<file path="src/rtl/mem_port_arbiter.sv">
// mem_port_arbiter
// Serializes the IF-stage fetch and MEM-stage data SRAM-style requests onto
// one request/addr_ok/data_ok bus port. The data access goes first, then the
// fetch. stallreq holds the pipeline until both accesses of the current
// pipeline cycle have completed.
//
// Optional feature macro: ARB_WRITE_NOWAIT_EN
//   defined   : a write completes at mem_addr_ok and its data phase is skipped
//   undefined : a write waits for mem_data_ok exactly like a read
//
// state  | meaning
// -------+------------------------------------------------------------------
// IDLE   | waiting for a pipeline request; payload is loaded on the way out
// D_ADDR | data request on the bus, waiting for mem_addr_ok
// D_DATA | data request accepted, waiting for mem_data_ok
// I_ADDR | fetch request on the bus, waiting for mem_addr_ok (flush aborts)
// I_DATA | fetch request accepted, waiting for mem_data_ok
// DONE   | one cycle with stallreq low; hold registers drive the rdata ports

module mem_port_arbiter #(
  parameter int ADDR_W = 32,
  parameter int DATA_W = 32
) (
  input  logic                  clk,
  input  logic                  rst,

  input  logic                  inst_sram_en,
  input  logic [DATA_W/8-1:0]   inst_sram_wen,
  input  logic [ADDR_W-1:0]     inst_sram_addr,
  input  logic [DATA_W-1:0]     inst_sram_wdata,
  output logic [DATA_W-1:0]     inst_sram_rdata,

  input  logic                  data_sram_en,
  input  logic [DATA_W/8-1:0]   data_sram_wen,
  input  logic [ADDR_W-1:0]     data_sram_addr,
  input  logic [DATA_W-1:0]     data_sram_wdata,
  output logic [DATA_W-1:0]     data_sram_rdata,

  input  logic                  flush,
  output logic                  stallreq,

  output logic                  mem_req,
  output logic                  mem_wr,
  output logic [DATA_W/8-1:0]   mem_wstrb,
  output logic [ADDR_W-1:0]     mem_addr,
  output logic [DATA_W-1:0]     mem_wdata,
  input  logic                  mem_addr_ok,
  input  logic                  mem_data_ok,
  input  logic [DATA_W-1:0]     mem_rdata
);

  localparam int STRB_W = DATA_W / 8;

  typedef enum logic [2:0] {
    IDLE   = 3'd0,
    D_ADDR = 3'd1,
    D_DATA = 3'd2,
    I_ADDR = 3'd3,
    I_DATA = 3'd4,
    DONE   = 3'd5
  } state_t;

  state_t              state;
  logic                cancel;
  logic [DATA_W-1:0]   inst_hold;
  logic [DATA_W-1:0]   data_hold;

  logic                pick_wr;
  logic [STRB_W-1:0]   pick_wen;
  logic [ADDR_W-1:0]   pick_addr;
  logic [DATA_W-1:0]   pick_wdata;
  logic                inst_next;

  assign inst_sram_rdata = inst_hold;
  assign data_sram_rdata = data_hold;

  // A fetch still goes out after the data access only if no cancel is pending,
  // including a flush arriving in the very cycle the decision is made.
  assign inst_next = inst_sram_en & ~cancel & ~flush;

  // Payload to load into the bus registers: data side only when leaving IDLE
  // with a data request, otherwise the fetch side.
  always_comb begin
    if (state == IDLE && data_sram_en) begin
      pick_wen   = data_sram_wen;
      pick_addr  = data_sram_addr;
      pick_wdata = data_sram_wdata;
    end else begin
      pick_wen   = inst_sram_wen;
      pick_addr  = inst_sram_addr;
      pick_wdata = inst_sram_wdata;
    end
    pick_wr = |pick_wen;
  end

  // Stall while any access of the current pipeline cycle is outstanding.
  always_comb begin
    stallreq = 1'b0;
    if (!rst) begin
      case (state)
        IDLE:    stallreq = inst_sram_en | data_sram_en;
        DONE:    stallreq = 1'b0;
        default: stallreq = 1'b1;
      endcase
    end
  end

  // Arbiter FSM with registered bus outputs, cancel flag and hold registers.
  always_ff @(posedge clk) begin
    if (rst) begin
      state     <= IDLE;
      cancel    <= 1'b0;
      mem_req   <= 1'b0;
      mem_wr    <= 1'b0;
      mem_wstrb <= '0;
      mem_addr  <= '0;
      mem_wdata <= '0;
      inst_hold <= '0;
      data_hold <= '0;
    end else begin
      case (state)
        IDLE: begin
          cancel <= 1'b0;
          if (data_sram_en) begin
            state     <= D_ADDR;
            cancel    <= flush;
            mem_req   <= 1'b1;
            mem_wr    <= pick_wr;
            mem_wstrb <= pick_wen;
            mem_addr  <= pick_addr;
            mem_wdata <= pick_wdata;
          end else if (inst_sram_en) begin
            if (flush) begin
              // Fetch cancelled before it ever reached the bus.
              state     <= DONE;
              inst_hold <= '0;
            end else begin
              state     <= I_ADDR;
              mem_req   <= 1'b1;
              mem_wr    <= pick_wr;
              mem_wstrb <= pick_wen;
              mem_addr  <= pick_addr;
              mem_wdata <= pick_wdata;
            end
          end
        end

        D_ADDR: begin
          if (flush) cancel <= 1'b1;
          if (mem_addr_ok) begin
`ifdef ARB_WRITE_NOWAIT_EN
            if (mem_wr) begin
              data_hold <= '0;
              if (inst_next) begin
                // Back-to-back: mem_req stays high with the fetch payload.
                state     <= I_ADDR;
                mem_wr    <= pick_wr;
                mem_wstrb <= pick_wen;
                mem_addr  <= pick_addr;
                mem_wdata <= pick_wdata;
              end else begin
                state   <= DONE;
                mem_req <= 1'b0;
                if (inst_sram_en) inst_hold <= '0;
              end
            end else begin
              state   <= D_DATA;
              mem_req <= 1'b0;
            end
`else
            state   <= D_DATA;
            mem_req <= 1'b0;
`endif
          end
        end

        D_DATA: begin
          if (flush) cancel <= 1'b1;
          if (mem_data_ok) begin
            data_hold <= mem_wr ? '0 : mem_rdata;
            if (inst_next) begin
              state     <= I_ADDR;
              mem_req   <= 1'b1;
              mem_wr    <= pick_wr;
              mem_wstrb <= pick_wen;
              mem_addr  <= pick_addr;
              mem_wdata <= pick_wdata;
            end else begin
              state <= DONE;
              if (inst_sram_en) inst_hold <= '0;
            end
          end
        end

        I_ADDR: begin
          if (mem_addr_ok) begin
            // Acceptance wins over a coincident flush; the response is
            // then discarded in I_DATA.
            mem_req <= 1'b0;
            if (flush) cancel <= 1'b1;
`ifdef ARB_WRITE_NOWAIT_EN
            if (mem_wr) begin
              state     <= DONE;
              inst_hold <= '0;
            end else begin
              state <= I_DATA;
            end
`else
            state <= I_DATA;
`endif
          end else if (flush) begin
            state     <= DONE;
            mem_req   <= 1'b0;
            cancel    <= 1'b1;
            inst_hold <= '0;
          end
        end

        I_DATA: begin
          if (flush) cancel <= 1'b1;
          if (mem_data_ok) begin
            inst_hold <= (mem_wr | cancel | flush) ? '0 : mem_rdata;
            state     <= DONE;
          end
        end

        DONE: begin
          state  <= IDLE;
          cancel <= 1'b0;
        end

        default: begin
          state   <= IDLE;
          cancel  <= 1'b0;
          mem_req <= 1'b0;
        end
      endcase
    end
  end

endmodule

</file>
<file path="config.mk">
export PLATFORM = sky130hd
export DESIGN_NAME = mem_port_arbiter
export DESIGN_NICKNAME = d
export VERILOG_FILES = /design/src/rtl/mem_port_arbiter.sv
export SDC_FILE = /design/constraint.sdc
export NUM_CORES = 1
export LEC_CHECK = 0
export ABC_AREA = 1
export CAP_MARGIN = 40
export CORE_MARGIN = 1
export CORE_UTILIZATION = 40
export CTS_BUF_LIST = sky130_fd_sc_hd__clkbuf_8
export DETAILED_ROUTE_END_ITERATION = 10
export GPL_TIMING_DRIVEN = 1
export HOLD_SLACK_MARGIN = 0.06
export PLACE_DENSITY = 0.79
export RECOVER_POWER = 100
export SLEW_MARGIN = 20
export SYNTH_ARGS = -nofsm -noshare
export SYNTH_HDL_FRONTEND = slang
export SYNTH_SLANG_ARGS = --single-unit
</file>
<file path="constraint.sdc">
create_clock -name clk -period 1.83 [get_ports clk]
set_clock_uncertainty 0.15 [all_clocks]
set_input_delay 0.366 -clock clk [delete_from_list [all_inputs] [get_ports clk]]
set_output_delay 0.366 -clock clk [all_outputs]
set_load 0.01 [all_outputs]
</file>
## Word-level counts from Yosys, hierarchy flattened

Cells that the tools add are included.

| cells by class | value |
|---|---|
| eq/ne operators | 18 |
| mux-type cells | 62 |
| bitwise logic cells | 8 |
| reductions and logical operators | 12 |

Operators by type and width:

| kind | count |
|---|---|
| $mux 32 | 22 |
| $pmux 32 s2 | 2 |
| $pmux 32 s4 | 1 |
| $mux 3 | 9 |
| $mux 4 | 6 |
| $ne 2x2->1 const B | 9 |
| $mux 1 | 16 |
| $pmux 3 s5 | 1 |
| $reduce_and 5->1 | 2 |
| $ne 3x3->1 const B | 3 |
| $pmux 4 s2 | 1 |
| $reduce_and 8->1 | 1 |
| $reduce_or 4->1 | 2 |
| $reduce_and 7->1 | 1 |
| $eq 3x2->1 const B | 2 |
| $eq 3x3->1 const B | 2 |
| $pmux 1 s2 | 3 |
| $pmux 1 s5 | 1 |
| $reduce_bool 4->1 | 1 |
| $eq 3x1->1 const B | 1 |
| $logic_not 3->1 | 1 |
| $not 1->1 | 3 |
| $or 1x1->1 | 3 |
| $and 1x1->1 | 2 |
| other kinds (5) | 5 |

| storage, ports and cells | value |
|---|---|
| flip-flop bits (word level) | 138 |
| input bits | 175 |
| output and inout bits | 135 |
| logic and storage cells | 109 |

## Longest topological paths before layout

| logic depth | value |
|---|---|
| depth in word-level cells | 8 |
| mapped depth | 11 |
| mapped depth without buffers | 10 |

## Worst setup path after synthesis

No wires, ideal clock.

| timing path | value |
|---|---|
| path type | input -> register |
| start point | in data_sram_en |
| end point | reg mem_wstrb[0] |
| library setup time | 0.070 ns |
| arrival | 1.466 ns |
| data required time | 1.610 ns |
| path slack | 0.144 ns |
| cell stages on the path | 7 |
| path buffers | 3 |
| path through | clkbuf_1 > nor2_1 > o21ai_2 > buf_4 > buf_4 > nand4_1 > a21oi_1 |

| between the ends | value |
|---|---|
| cells in the longest elaborated chain, start to end | 6 |
| elaborated cells on any way between the ends | 11 |
| those cells by class | eq/ne (2); mux (7); reduce/logical (2) |

RTL lines:

| item | RTL line | source |
|---|---|---|
| start, declared | 33 | `input logic data_sram_en,` |
| $logic_and 1x1->1 | 84 | `if (state == IDLE && data_sram_en) begin` |
| $mux 4 | 84 |  |
| $mux 4 | 133 | `if (flush) begin` |
| $mux 4 | 132 | `end else if (inst_sram_en) begin` |
| $mux 4 | 124 | `if (data_sram_en) begin` |
| $pmux 4 s2 | 121 | `case (state)` |
| end signal, assigned | 129 | `mem_wstrb <= pick_wen;` |
| end signal, assigned | 141 | `mem_wstrb <= pick_wen;` |
| end signal, assigned | 185 | `mem_wstrb <= pick_wen;` |
| end, declared | 44 | `output logic [DATA_W/8-1:0] mem_wstrb,` |

Parallel ways exist; a longest one is shown, timed or not. The select of a mux whose other input is x is not followed.
A chain may end at the register's enable or synchronous reset.

## Final worst setup path

| timing path | value |
|---|---|
| start point | reg state[0] |
| end point | out stallreq |

| between the ends | value |
|---|---|
| cells in the longest elaborated chain, start to end | 3 |
| elaborated cells on any way between the ends | 4 |
| those cells by class | eq/ne (1); mux (2); reduce/logical (1) |

RTL lines:

| item | RTL line | source |
|---|---|---|
| start, declared | 63 | `state_t state;` |
| start signal, assigned | 111 | `state <= IDLE;` |
| start signal, assigned | 125 | `state <= D_ADDR;` |
| start signal, assigned | 135 | `state <= DONE;` |
| $eq 3x3->1 or $logic_not 3->1 (tied branches) | 100 | `case (state)` |
| $pmux 1 s2 (*) | 100 |  |
| $mux 1 (*) | 99 | `if (!rst) begin` |
| end, declared | 40 | `output logic stallreq,` |

Every way passes the cells marked *; elsewhere a longest branch is shown, timed or not.

==> summary.md <==
| Metric | Value |
|---|---|
| Asr flop ratio synth | 0% |
| Hold Path Class | in2reg |
| Final Instance Area | 0.01106 mm² |
| F_max | 528.7 MHz |
| RSZ-0062 raised after global routing | yes |
| Arr. time, crit path | 1.38 ns |
| Grt total ovfl | 0 |
| Worst Hold Depth | 4 |
| Post-Synthesis Cells | 992 |
| Nets | 1507 |
| Leak Pwr | 5.328 nW |
| CTS tree | yes |
| Post-synthesis sequential area ratio | 41.73% |
| Hold EP | mem_wr |
| Mux cell area share after synthesis | 0% |
| Mean Syn Cell Area | 6.673 µm² |
| R2R Setup Slk | 0.04 ns |
| Synth area leader | dfxtp_1 |
| GRT Util Overall | 26.48% |
| Core area | 0.01600 mm² |
| Starting Density | 41.37% |
| FF-to-FF path depth | 11 |
| Critical R2R Capture | inst_sram_rdata[2] |
| Synth area leaders | dfxtp_1, nand2_1, a21oi_1 |
| Synth top area share | 41.73% |
| Layout area overhead | 67.11% |
| Post-Synth XOR/XNOR Area | 0% |
| Antenna viol nets, final | 0 |
| Ports | 310 |
| Slew @ Worst Pin | 0.6438 ns |
| Setup TNS | -0.06156 ns |
| Pre-CTS WS | -0.5382 ns |
| WP buf/inv | 2 |
| 1st-iter DRT viols | 549 |
| Max VDD drop | 846.6 µV |
| Layout cells sized above 1 | 13.17% |
| Slew Limit Fails | 0 |
| Largest buffer count on any clock path | 2 |
| Number of global-route vias before repair | 7166 |
| PwrDens | 1728 mW/mm² |
| Critical Path Max Stage Delay | 0.35 ns |
| Die width | 130.6 µm |
| Slew margin rel. | 57.08% |
| Hold_sp | rst |
| Top_reg_cell synth | dfxtp_1 |
| Post-CTS Hold Fix Bufs | 0 |
| Critical path required time | 1.31 ns |
| Violated checks | negative setup slack |
| Gp weighted congestion | 0.8921 |
| Final WS setup | -0.06156 ns |
| Clock root buffer | clkbuf_8 |
| Initial antenna violation count | 0 |
| Critical path peak fanout | 2 |
| Pint | 10.86 mW |
| Most Used Layer, Global Route | met2 |
| Synthesized Nets | 1167 |
| Routed len/inst | 15.66 µm |
| # H-tree levels | 4 |
| Row cnt | 46 |
| Adder-Cell Fraction of Synth Area | 0% |
| Critical path class | reg2out |
| Global-route wire length before repair | 35.03 mm |
| Sw frac | 43.16% |
| Worst Setup End Kind | output port |
| Critical path, cell by cell | inv_2 > nand2_4 > nor2_4 > nand2_2 > o21ai_1 > nor2_1 > buf_2 |
| Clk sinks | 138 |
| Max-cap violation count | 0 |
| Post-synth EDFFs | 0 |
| Seq cells post-synth | 138 |
| Final setup fails | 1 |
| Synth warn | 0 |
| Top delay family on crit path | flip-flops |
| Cell with the most instances after synthesis | nand2_1 |
| Clk_lat worst skew | 0.45 ns |
| Netlist cell types | 25 |
| I/O Buffers | 309 |
| Final hold viol count | 0 |
| Die area | 0.01707 mm² |
| CP Launch Type | flip-flop |
| Dpl cells | 1510 |
| Simple-gate area share of the yosys netlist | 40.35% |
| Critical-path top delay cell | dfxtp_2 |
| Flop pwr share | 25.5% |
| Reg-to-Reg Start | state[0] |
| Clock power share | 14.1% |
| Tmin final | 1.892 ns |
| Synth Area in Compound Gates | 10.45% |
| Largest family of logic cells by synthesized area | simple AND/OR/NAND/NOR gates |
| Detailed Route WL | 24.43 mm |
| Hpwl dp | 16.57 mm |
| Met3 Use GR | 7.166% |
| Clk pin slew, worst setup/hold paths | 0.07 ns |
| Inserted Clock Buffers | 17 |
| DR pass1 iterations | 7 |
| Die Y | 130.6 µm |
| Tcrit/Tclk final | 103.4% |
| Fin cells | 1560 |
| Post-synth top cells | nand2_1, dfxtp_1, a21oi_1 |
| Vias | 7924 |
| Met2 Use GR | 44.72% |
| Sw Pwr | 8.249 mW |
| DP Area | 0.01037 mm² |
| # DRC | 0 |
| Largest net degree at the start of global routing | 71 |
| Antenna cells | 0 |
| Mapped Area | 0.006620 mm² |
| Gate power share | 60.4% |
| Status | finished, violations left |
| Drt via density | 5.079 |
| Met1 GRT Util | 31.09% |
through the flow:
stage | utilization (%) | hold slack (ns) | power [mW]
after global placement | 64.83 | 0.2945 | 15.93
after CTS | 66.65 | 0.1720 | 18.07
final | 69.14 | 0.2071 | 19.11
after detailed placement | 64.83 | 0.3022 | 16.09
after floorplan | - | 0.3331 | 10.82
after global routing | 69.14 | 0.1982 | 20.47
layer usage:
layer | vias to the layer above | wire [µm]
li1 | 3923 | -
met1 | 3575 | 9887
met2 | 360 | 11740
met3 | 66 | 1848
met4 | 0 | 951
met5 | - | 0
layout by cell type, fill, tap and decap left out, types with 2 or more instances in the layout:
cell	netlist	routed
nand2_1	365	359
clkdlybuf4s50_1	0	171
dfxtp_1	138	135
dlygate4sd2_1	0	134
a21oi_1	106	102
nor2_1	91	83
nand4_1	73	73
buf_4	9	56
nand3_1	56	52
inv_1	23	28
nor2_2	15	20
buf_12	0	20
clkbuf_8	0	19
o21ai_0	17	15
o21a_1	7	7
inv_2	7	6
nor2_4	3	6
nand2_2	2	5
clkbuf_16	0	5
buf_6	3	5
nand2_4	2	4
nand3_2	3	4
a21oi_2	0	4
bufinv_16	0	4
nand3_4	0	3
dfxtp_2	0	3
o21ai_1	0	2
o21ai_4	0	2
nor3_1	2	2
nand2_8	0	2
clkinvlp_4	0	2
dlymetal6s2s_1	0	2
worst max path at each step:
stage / start / endpoint / depth (start not counted)
after floorplan: data_sram_en / mem_wstrb[0] / 7
after global placement: data_sram_en / stallreq / 6
after detailed placement: inst_sram_en / stallreq / 6
after CTS: state[2] / stallreq / 7
after global routing: state[0] / stallreq / 7
final: state[0] / stallreq / 7
cells by family (layout without fill, tap and decap cells):
| family | count (synthesis) | in the layout |
|---|---|---|
| AO/OA/AOI/OAI | 133 | 133 |
| buffers and inverters | 108 | 459 |
| flip-flops | 138 | 138 |
| AND/OR/NAND/NOR | 613 | 614 |
area by class of cell:
cell class	count	area, µm²
Clock inverter	12	158.9
Tap cell	216	270.3
Fill cell	1402	4937
Clock buffer	19	261.5
Sequential cell	138	2766
Timing Repair Buffer	397	3958
Inverter	31	118.9
Multi-Input combinational cell	747	3530
power groups by stage:
stage	combinational, mW	clock, mW	sequential, mW
floorplan	5.31	0	5.50
global route	12.6	2.88	5.02
finish	11.6	2.69	4.87
CTS	10.5	2.73	4.86
detailed placement	11.1	0	4.96
global placement	11.0	0	4.91
timing repair:
item / CTS / global route
setup endpoints to repair: 254 / 117
setup buffers: 5 / 7
gates cloned: 0 / 7
pin swaps: 3 / 12
gates resized for setup: 141 / 42
state kept, by name, summed over array words and instances, names as in the netlist:
register / cells
cancel: 1
data_sram_rdata: 32
mem_req: 1
mem_addr: 32
mem_wr: 1
mem_wdata: 32
state: 3
mem_wstrb: 4
inst_sram_rdata: 32
tightest hold or removal path, cell delays in order:
cell and delay [ns]:
buf_4 0.11, inv_1 0.15, nand2_1 0.11, nor2_1 0.03
No activity file was read; power rests on OpenSTA's default activity.
